[config.mk]
export PLATFORM = sky130hd
export DESIGN_NAME = aes256_inv_key_expand_flat
export DESIGN_NICKNAME = d
export VERILOG_FILES = /design/src/rtl/aes_pkg.sv /design/src/rtl/aes256_inv_key_expand_if.sv /design/src/rtl/aes_sbox.sv /design/src/rtl/aes256_inv_key_expand.sv /design/src/flat_wrapper.sv
export SDC_FILE = /design/constraint.sdc
export NUM_CORES = 2
export LEC_CHECK = 0
export BUFFER_PORTS_ARGS = -buffer_cell sky130_fd_sc_hd__buf_2
export CORE_ASPECT_RATIO = 0.75
export CORE_MARGIN = 4
export CORE_UTILIZATION = 46
export CTS_CLUSTER_SIZE = 12
export DETAILED_ROUTE_END_ITERATION = 10
export PLACE_DENSITY = 0.71
export SYNTH_ARGS = -nofsm -noshare
export SYNTH_HDL_FRONTEND = slang
export SYNTH_SLANG_ARGS = --single-unit
[constraint.sdc]
create_clock -name clk -period 20.8 [get_ports clk]
set_input_delay 0 -clock clk [delete_from_list [all_inputs] [get_ports clk]]
set_output_delay 0 -clock clk [all_outputs]
set_load 0.02 [all_outputs]
[src/rtl/aes_pkg.sv]
// AES-256 constants, word/round-key types and small helpers shared by the
// reverse key-schedule block.
package aes_pkg;

  localparam int NK     = 8;
  localparam int NR     = 14;
  localparam int WORD_W = 32;

  typedef logic [WORD_W-1:0]   word_t;
  typedef logic [4*WORD_W-1:0] rkey_t;
  typedef logic [3:0]          round_t;

  typedef enum logic [2:0] {
    ST_IDLE,
    ST_OUT_HI,
    ST_OUT_LO,
    ST_GEN,
    ST_OUT,
    ST_DONE
  } state_t;

  // Round constant for word index i, addressed by i/8 (1..7 -> 01..40).
  function automatic logic [7:0] rcon(input logic [2:0] n);
    rcon = 8'h01 << (n - 3'd1);
  endfunction

  function automatic word_t rot_word(input word_t x);
    rot_word = {x[23:0], x[31:24]};
  endfunction

endpackage

[src/rtl/aes256_inv_key_expand_if.sv]
// Load/round-key stream bundle between the key-schedule block and its user.
interface aes256_inv_key_expand_if;
  import aes_pkg::*;

  logic         start;
  logic [255:0] key_in;
  logic         busy;
  logic         rk_valid;
  logic         rk_ready;
  rkey_t        rk_data;
  round_t       rk_round;
  logic         done;

  modport master (
    output start, key_in, rk_ready,
    input  busy, rk_valid, rk_data, rk_round, done
  );

  modport slave (
    input  start, key_in, rk_ready,
    output busy, rk_valid, rk_data, rk_round, done
  );

endinterface

[src/rtl/aes_sbox.sv]
// Combinational AES S-box: GF(2^8) multiplicative inverse (x^254 addition
// chain over the AES polynomial 0x11b) followed by the affine transform.
module aes_sbox (
  input  logic [7:0] in_byte,
  output logic [7:0] out_byte
);

  function automatic logic [7:0] gf_mul(input logic [7:0] a, input logic [7:0] b);
    logic [7:0] acc;
    logic [7:0] sh;
    acc = 8'h00;
    sh  = a;
    for (int k = 0; k < 8; k++) begin
      if (b[k]) acc = acc ^ sh;
      sh = {sh[6:0], 1'b0} ^ (sh[7] ? 8'h1b : 8'h00);
    end
    return acc;
  endfunction

  // x^254 = x^2 * x^4 * ... * x^128; maps 0 to 0 as the S-box requires.
  function automatic logic [7:0] gf_inv(input logic [7:0] x);
    logic [7:0] sq;
    logic [7:0] prod;
    sq   = gf_mul(x, x);
    prod = sq;
    for (int k = 0; k < 6; k++) begin
      sq   = gf_mul(sq, sq);
      prod = gf_mul(prod, sq);
    end
    return prod;
  endfunction

  function automatic logic [7:0] affine(input logic [7:0] a);
    affine = a ^ {a[6:0], a[7]} ^ {a[5:0], a[7:6]} ^ {a[4:0], a[7:5]}
               ^ {a[3:0], a[7:4]} ^ 8'h63;
  endfunction

  assign out_byte = affine(gf_inv(in_byte));

endmodule

[src/rtl/aes256_inv_key_expand.sv]
// Reverse AES-256 key schedule: from w52..w59 regenerates round keys 14..0,
// one word per cycle, emitting each round key as a 128-bit stream beat.
module aes256_inv_key_expand
  import aes_pkg::*;
(
  input  logic                   clk,
  input  logic                   rst_n,
  aes256_inv_key_expand_if.slave kx
);

  state_t     state;
  word_t      win [NK];
  logic [5:0] idx;
  round_t     round_cnt;
  logic [1:0] step;

  word_t sub_in;
  word_t sub_out;
  word_t t_word;
  word_t new_word;
  logic  hs;

  assign hs = kx.rk_valid & kx.rk_ready;

  // One SubWord serves both the i%8==0 (rotated) and i%8==4 branches.
  assign sub_in = (idx[2:0] == 3'd0) ? rot_word(win[6]) : win[6];

  for (genvar g = 0; g < 4; g++) begin : g_sbox
    aes_sbox u_sbox (
      .in_byte  (sub_in[8*g +: 8]),
      .out_byte (sub_out[8*g +: 8])
    );
  end

  always_comb begin
    t_word = win[6];
    if (idx[2:0] == 3'd0) begin
      t_word = sub_out ^ {rcon(idx[5:3]), 24'h000000};
    end else if (idx[2:0] == 3'd4) begin
      t_word = sub_out;
    end
  end

  assign new_word = win[7] ^ t_word;

  always_ff @(posedge clk or negedge rst_n) begin
    if (!rst_n) begin
      state       <= ST_IDLE;
      for (int k = 0; k < NK; k++) win[k] <= '0;
      idx         <= '0;
      round_cnt   <= '0;
      step        <= '0;
      kx.busy     <= 1'b0;
      kx.rk_valid <= 1'b0;
      kx.rk_data  <= '0;
      kx.rk_round <= '0;
      kx.done     <= 1'b0;
    end else begin
      case (state)
        ST_IDLE: begin
          if (kx.start) begin
            for (int k = 0; k < NK; k++) win[k] <= kx.key_in[255-32*k -: 32];
            idx         <= 6'd59;
            round_cnt   <= round_t'(NR);
            kx.busy     <= 1'b1;
            kx.rk_valid <= 1'b1;
            kx.rk_data  <= kx.key_in[127:0];
            kx.rk_round <= round_t'(NR);
            state       <= ST_OUT_HI;
          end
        end

        ST_OUT_HI: begin
          if (hs) begin
            kx.rk_data  <= {win[0], win[1], win[2], win[3]};
            kx.rk_round <= round_t'(NR - 1);
            round_cnt   <= round_t'(NR - 1);
            state       <= ST_OUT_LO;
          end
        end

        ST_OUT_LO: begin
          if (hs) begin
            kx.rk_valid <= 1'b0;
            round_cnt   <= round_t'(NR - 2);
            step        <= 2'd0;
            state       <= ST_GEN;
          end
        end

        // Window slides down by one word per cycle; after four steps
        // win[0..3] holds w[4r..4r+3] for the current round.
        ST_GEN: begin
          win[0] <= new_word;
          for (int k = 1; k < NK; k++) win[k] <= win[k-1];
          idx  <= idx - 6'd1;
          step <= step + 2'd1;
          if (step == 2'd3) begin
            kx.rk_valid <= 1'b1;
            kx.rk_data  <= {new_word, win[0], win[1], win[2]};
            kx.rk_round <= round_cnt;
            state       <= ST_OUT;
          end
        end

        ST_OUT: begin
          if (hs) begin
            kx.rk_valid <= 1'b0;
            if (round_cnt == '0) begin
              kx.busy <= 1'b0;
              kx.done <= 1'b1;
              state   <= ST_DONE;
            end else begin
              round_cnt <= round_cnt - round_t'(1);
              step      <= 2'd0;
              state     <= ST_GEN;
            end
          end
        end

        ST_DONE: begin
          kx.done <= 1'b0;
          state   <= ST_IDLE;
        end

        default: state <= ST_IDLE;
      endcase
    end
  end

endmodule
[src/flat_wrapper.sv]
// flat-port wrapper written by rule: the top's interface ports become plain ports
module aes256_inv_key_expand_flat import aes_pkg::*;
  (clk, rst_n, kx_start, kx_key_in, kx_rk_ready, kx_busy, kx_rk_valid, kx_rk_data, kx_rk_round, kx_done);
  aes256_inv_key_expand_if kx_i ();
  input  logic clk;
  input  logic rst_n;
  input wire logic [$bits(kx_i.start)-1:0] kx_start;
  input wire logic [$bits(kx_i.key_in)-1:0] kx_key_in;
  input wire logic [$bits(kx_i.rk_ready)-1:0] kx_rk_ready;
  output wire logic [$bits(kx_i.busy)-1:0] kx_busy;
  output wire logic [$bits(kx_i.rk_valid)-1:0] kx_rk_valid;
  output wire logic [$bits(kx_i.rk_data)-1:0] kx_rk_data;
  output wire logic [$bits(kx_i.rk_round)-1:0] kx_rk_round;
  output wire logic [$bits(kx_i.done)-1:0] kx_done;
  assign kx_i.start = kx_start;
  assign kx_i.key_in = kx_key_in;
  assign kx_i.rk_ready = kx_rk_ready;
  assign kx_busy = kx_i.busy;
  assign kx_rk_valid = kx_i.rk_valid;
  assign kx_rk_data = kx_i.rk_data;
  assign kx_rk_round = kx_i.rk_round;
  assign kx_done = kx_i.done;
  aes256_inv_key_expand u_core (.clk(clk), .rst_n(rst_n), .kx(kx_i));
endmodule
==> run_results.csv <==
group,metric,value,unit
synth,netlist.top_cell.by_area,"sky130_fd_sc_hd__xnor2_1",
sta,timing.setup.tns,0,ns
clock_tree,worstSkewPairLatency,0.58,ns
synth,synth-edff-count,0,
setup_path,worstReg2RegStart,"u_core.idx[0]",
synth,syn_avg_cell_area,7.40,um2
finish,drive_above_1_share,0.109,
finish,final_common_cell,"sky130_fd_sc_hd__xnor2_1",
setup_path,cp_common_cell,"sky130_fd_sc_hd__xnor2_1",
clock_tree,tritoncts,"done",
clock_tree,number_of_levels_the_h_tree_was_split_into,2,
setup_path,worst_r2r_endpoint,"u_core.kx.rk_data[115]",
setup_path,criticalPathCategory,"register to register",
route,wl_met2,126,mm
sta,fin_hold_viols,0,
clock_tree,cts-buffers-inserted,40,
setup_path,critPathRequiredTime,21.30,ns
global_routing,grt_pass1_wl,450,mm
setup_path,regToRegSetupSlack,1.04,ns
synth,synth_cell_type_count,132,
synth,synth-main-ff-cell,"sky130_fd_sc_hd__dfrtp_1",
setup_path,r2r.worst_path.cells,62,
global_routing,grt_use_total,0.292,
route,length_of_routed_wiring_on_met1,123,mm
global_routing,grt_overflow,0,
floorplan,floorplan.io_pins,395,
clock_tree,ctsLongestPathBuffers,3,
finish,area_growth,10.9,%
synth,yosys_register_bits,406,
route,drt_drc_violations_left,0,
synth,postSynth.asyncResetShare,1.00,
synth,synthCells,11000,
synth,post_synth_instance_area,0.0816,mm2
floorplan,die_width,494,um
worst_hold_path,holdCritPathClass,"primary input to async pin",
flow_run,drv.max_cap_violation_count,0,
placement,place_hpwl,207,mm
global_routing,grt_max_degree,174,
sta,fin_skew,0.0380,ns
route,routed_met3_length,28.5,mm
finish,layout.nets,11600,
sta,timing_worst_slew_pin_value,1.23,ns
route,ant_nets,0,
synth,netlist_top_cells_area,"sky130_fd_sc_hd__xnor2_1, sky130_fd_sc_hd__dfrtp_1, sky130_fd_sc_hd__nor2_1",
finish,finalCoreUtilization,0.515,
setup_path,worstPathMaxFanout,24,
sta,timing.fmax,50.6,MHz
route,postRouteWirelength,287,mm
synth,yosysTopAreaCellShare,0.191,
floorplan,initial_core_util,0.464,
floorplan,floorplan.die_area,0.184,mm2
placement,placement.io_buffers,394,
floorplan,core.rowCount,133,
clock_tree,clk_transition_reported_paths,0.07,ns
synth,number_of_nets_in_the_synthesized_netlist,11300,
setup_path,largest_incremental_delay_on_the_critical_path,0.70,ns
synth,seq_area_frac_synth,0.124,
finish,final_cell_area,0.0905,mm2
route,avgViaCountPerCell,6.20,
status,status,"finished, final reports clean",
route,dr.pass1.iters,9,
global_routing,antenna_found_initial,15,
setup_path,critical_path.startpoint_type,"register",
placement,globalplace.congestion,0.963,
floorplan,dieHeight,373,um
setup_path,crit_slowest_cell,"sky130_fd_sc_hd__xnor3_1",
setup_path,critical_path.endpoint_type,"register",
sta,post-route-min-period,19.76,ns
route,topRoutingLayerUsed,"met5",
sta,timing_max_transition_violations_final,0,
route,detailroute.via_count,84700,
sta,relative_max_transition_margin,0.176,
sta,min_period_over_period,0.950,
clock_tree,cts_root_buffer,"sky130_fd_sc_hd__clkbuf_16",
route,violation_count_after_the_first_detailed_route_iteration,11000,
setup_path,worst-endpoint-arrival,20.26,ns
sta,finalSetupViolCount,0,
route,routedWlPerCell,21.0,um
floorplan,core,0.176,mm2
global_routing,first_global_vias,78300,
finish,commonest_non_fill_non_tap_cells_in_the_layout,"sky130_fd_sc_hd__xnor2_1, sky130_fd_sc_hd__nor2_1, sky130_fd_sc_hd__nand2_1, sky130_fd_sc_hd__a21oi_1, sky130_fd_sc_hd__o21ai_0",
clock_tree,cts.sink_count,406,
synth,synthesis.yosys.warnings,0,
placement,instance_area_at_placement,0.0865,mm2
[repair_timing]
item,in CTS,in global routing
resized for setup,0,42
setup endpoints to repair,0,46
setup buffers,0,3
hold buffers,259,0
hold endpoints to repair,467,0
[per-stage QoR]
stage,worst slack (ns),hold WS (ns),instances
final,1.04,0.0253,13700
after global routing,-0.0299,0.113,13700
after floorplan,2.87,-0.296,11000
after CTS,0.376,0.0700,13600
after detailed placement,0.476,0.0592,13300
after global placement,0.956,0.0631,13300
[cells by family (layout without fill, tap and decap cells)]
group | count (synthesis) | in the layout | synth area share
and+or+nand+nor | 3963 | 3963 | 0.210
xor gates and xnor gates | 2681 | 2682 | 0.352
AOI/OAI and AO/OA | 2557 | 2557 | 0.203
buffers and inverters | 925 | 1181 | 0.0466
muxes | 467 | 467 | 0.0593
DFF | 406 | 406 | 0.124
adders and majority gates | 33 | 33 | 0.00503
other | 0 | 17 | 0
[routing by layer]
metal	GRT usage	up-vias
met5	0	-
met4	0.0912	4
met3	0.0433	668
met2	0.444	4780
met1	0.424	40300
li1	-	39000
[flip-flops by register name, indices dropped and copies added (netlist names)]
signal              count
u_core.idx              6
u_core.kx.busy          1
u_core.kx.done          1
u_core.kx.rk_data     128
u_core.kx.rk_round      4
u_core.kx.rk_valid      1
u_core.round_cnt        4
u_core.state            3
u_core.step             2
u_core.win            256
[final cells by class]
cell class	instances	area (um2)
Clock buffer	43	1030
Inverter	117	443
Timing Repair Buffer	1018	7360
Sequential cell	406	10200
Multi-Input combinational cell	9702	68500
Tap cell	2362	2960
Fill cell	16700	85400
Antenna cell	17	42.5
Clock inverter	3	37.5
[worst max-delay path: cells and delay by family (launching register included)]
kind                     cells  cell delay, ns
XOR/XNOR                    21            7.71
AO/OA/AOI/OAI               18            4.37
AND/OR/NAND/NOR              9            2.82
multiplexers                 6            1.96
adder cells (fa/ha/maj)      3            1.19
buffers and inverters        5            1.16
flip-flops                   1            0.40
[worst max-delay path by stage]
stage / startpoint / to / slack, ns / depth (start not counted)
finish: u_core.idx[0] / u_core.kx.rk_data[115] / 1.04 / 62
global route: u_core.idx[0] / u_core.kx.rk_data[125] / -0.03 / 68
CTS: u_core.idx[0] / u_core.kx.rk_data[125] / 0.38 / 67
detailed placement: u_core.idx[0] / u_core.kx.rk_data[97] / 0.48 / 67
global placement: u_core.idx[0] / u_core.kx.rk_data[97] / 0.96 / 66
floorplan: u_core.idx[0] / u_core.win[250] / 2.87 / 80
[cells in the mapped netlist, types with 24 or more instances]
cell                          n
sky130_fd_sc_hd__xnor2_1   1778
sky130_fd_sc_hd__nor2_1    1655
sky130_fd_sc_hd__nand2_1   1267
sky130_fd_sc_hd__a21oi_1    618
sky130_fd_sc_hd__clkbuf_1   535
sky130_fd_sc_hd__o21ai_0    530
sky130_fd_sc_hd__xor2_1     479
sky130_fd_sc_hd__dfrtp_1    406
sky130_fd_sc_hd__mux2i_1    382
sky130_fd_sc_hd__nor3_1     276
sky130_fd_sc_hd__o22ai_1    254
sky130_fd_sc_hd__xnor3_1    250
sky130_fd_sc_hd__nand3_1    241
sky130_fd_sc_hd__buf_2      142
sky130_fd_sc_hd__a31oi_1    138
sky130_fd_sc_hd__a22oi_1    130
sky130_fd_sc_hd__a211oi_1   116
sky130_fd_sc_hd__buf_1      103
sky130_fd_sc_hd__o211ai_1   102
sky130_fd_sc_hd__inv_1       89
sky130_fd_sc_hd__xnor2_2     89
sky130_fd_sc_hd__and3_1      81
sky130_fd_sc_hd__mux2_2      74
sky130_fd_sc_hd__and2_1      58
sky130_fd_sc_hd__nand2b_1    52
sky130_fd_sc_hd__or3_1       52
sky130_fd_sc_hd__a21o_1      49
sky130_fd_sc_hd__o21ai_1     47
sky130_fd_sc_hd__a221oi_1    44
sky130_fd_sc_hd__nand4_1     44
sky130_fd_sc_hd__o31ai_1     43
sky130_fd_sc_hd__nor2b_1     42
sky130_fd_sc_hd__a211o_1     41
sky130_fd_sc_hd__o32ai_1     41
sky130_fd_sc_hd__a32oi_1     38
sky130_fd_sc_hd__nor4_1      38
sky130_fd_sc_hd__o21a_1      38
sky130_fd_sc_hd__o221ai_1    38
sky130_fd_sc_hd__xor3_1      35
sky130_fd_sc_hd__ha_1        32
sky130_fd_sc_hd__xor2_2      27
sky130_fd_sc_hd__nor3b_1     26
sky130_fd_sc_hd__a311oi_1    24
sky130_fd_sc_hd__o211a_1     24
Power is left out: the tool's default activity adds up to more than one toggle a clock period on the data nets, which glitch-free logic cannot reach.
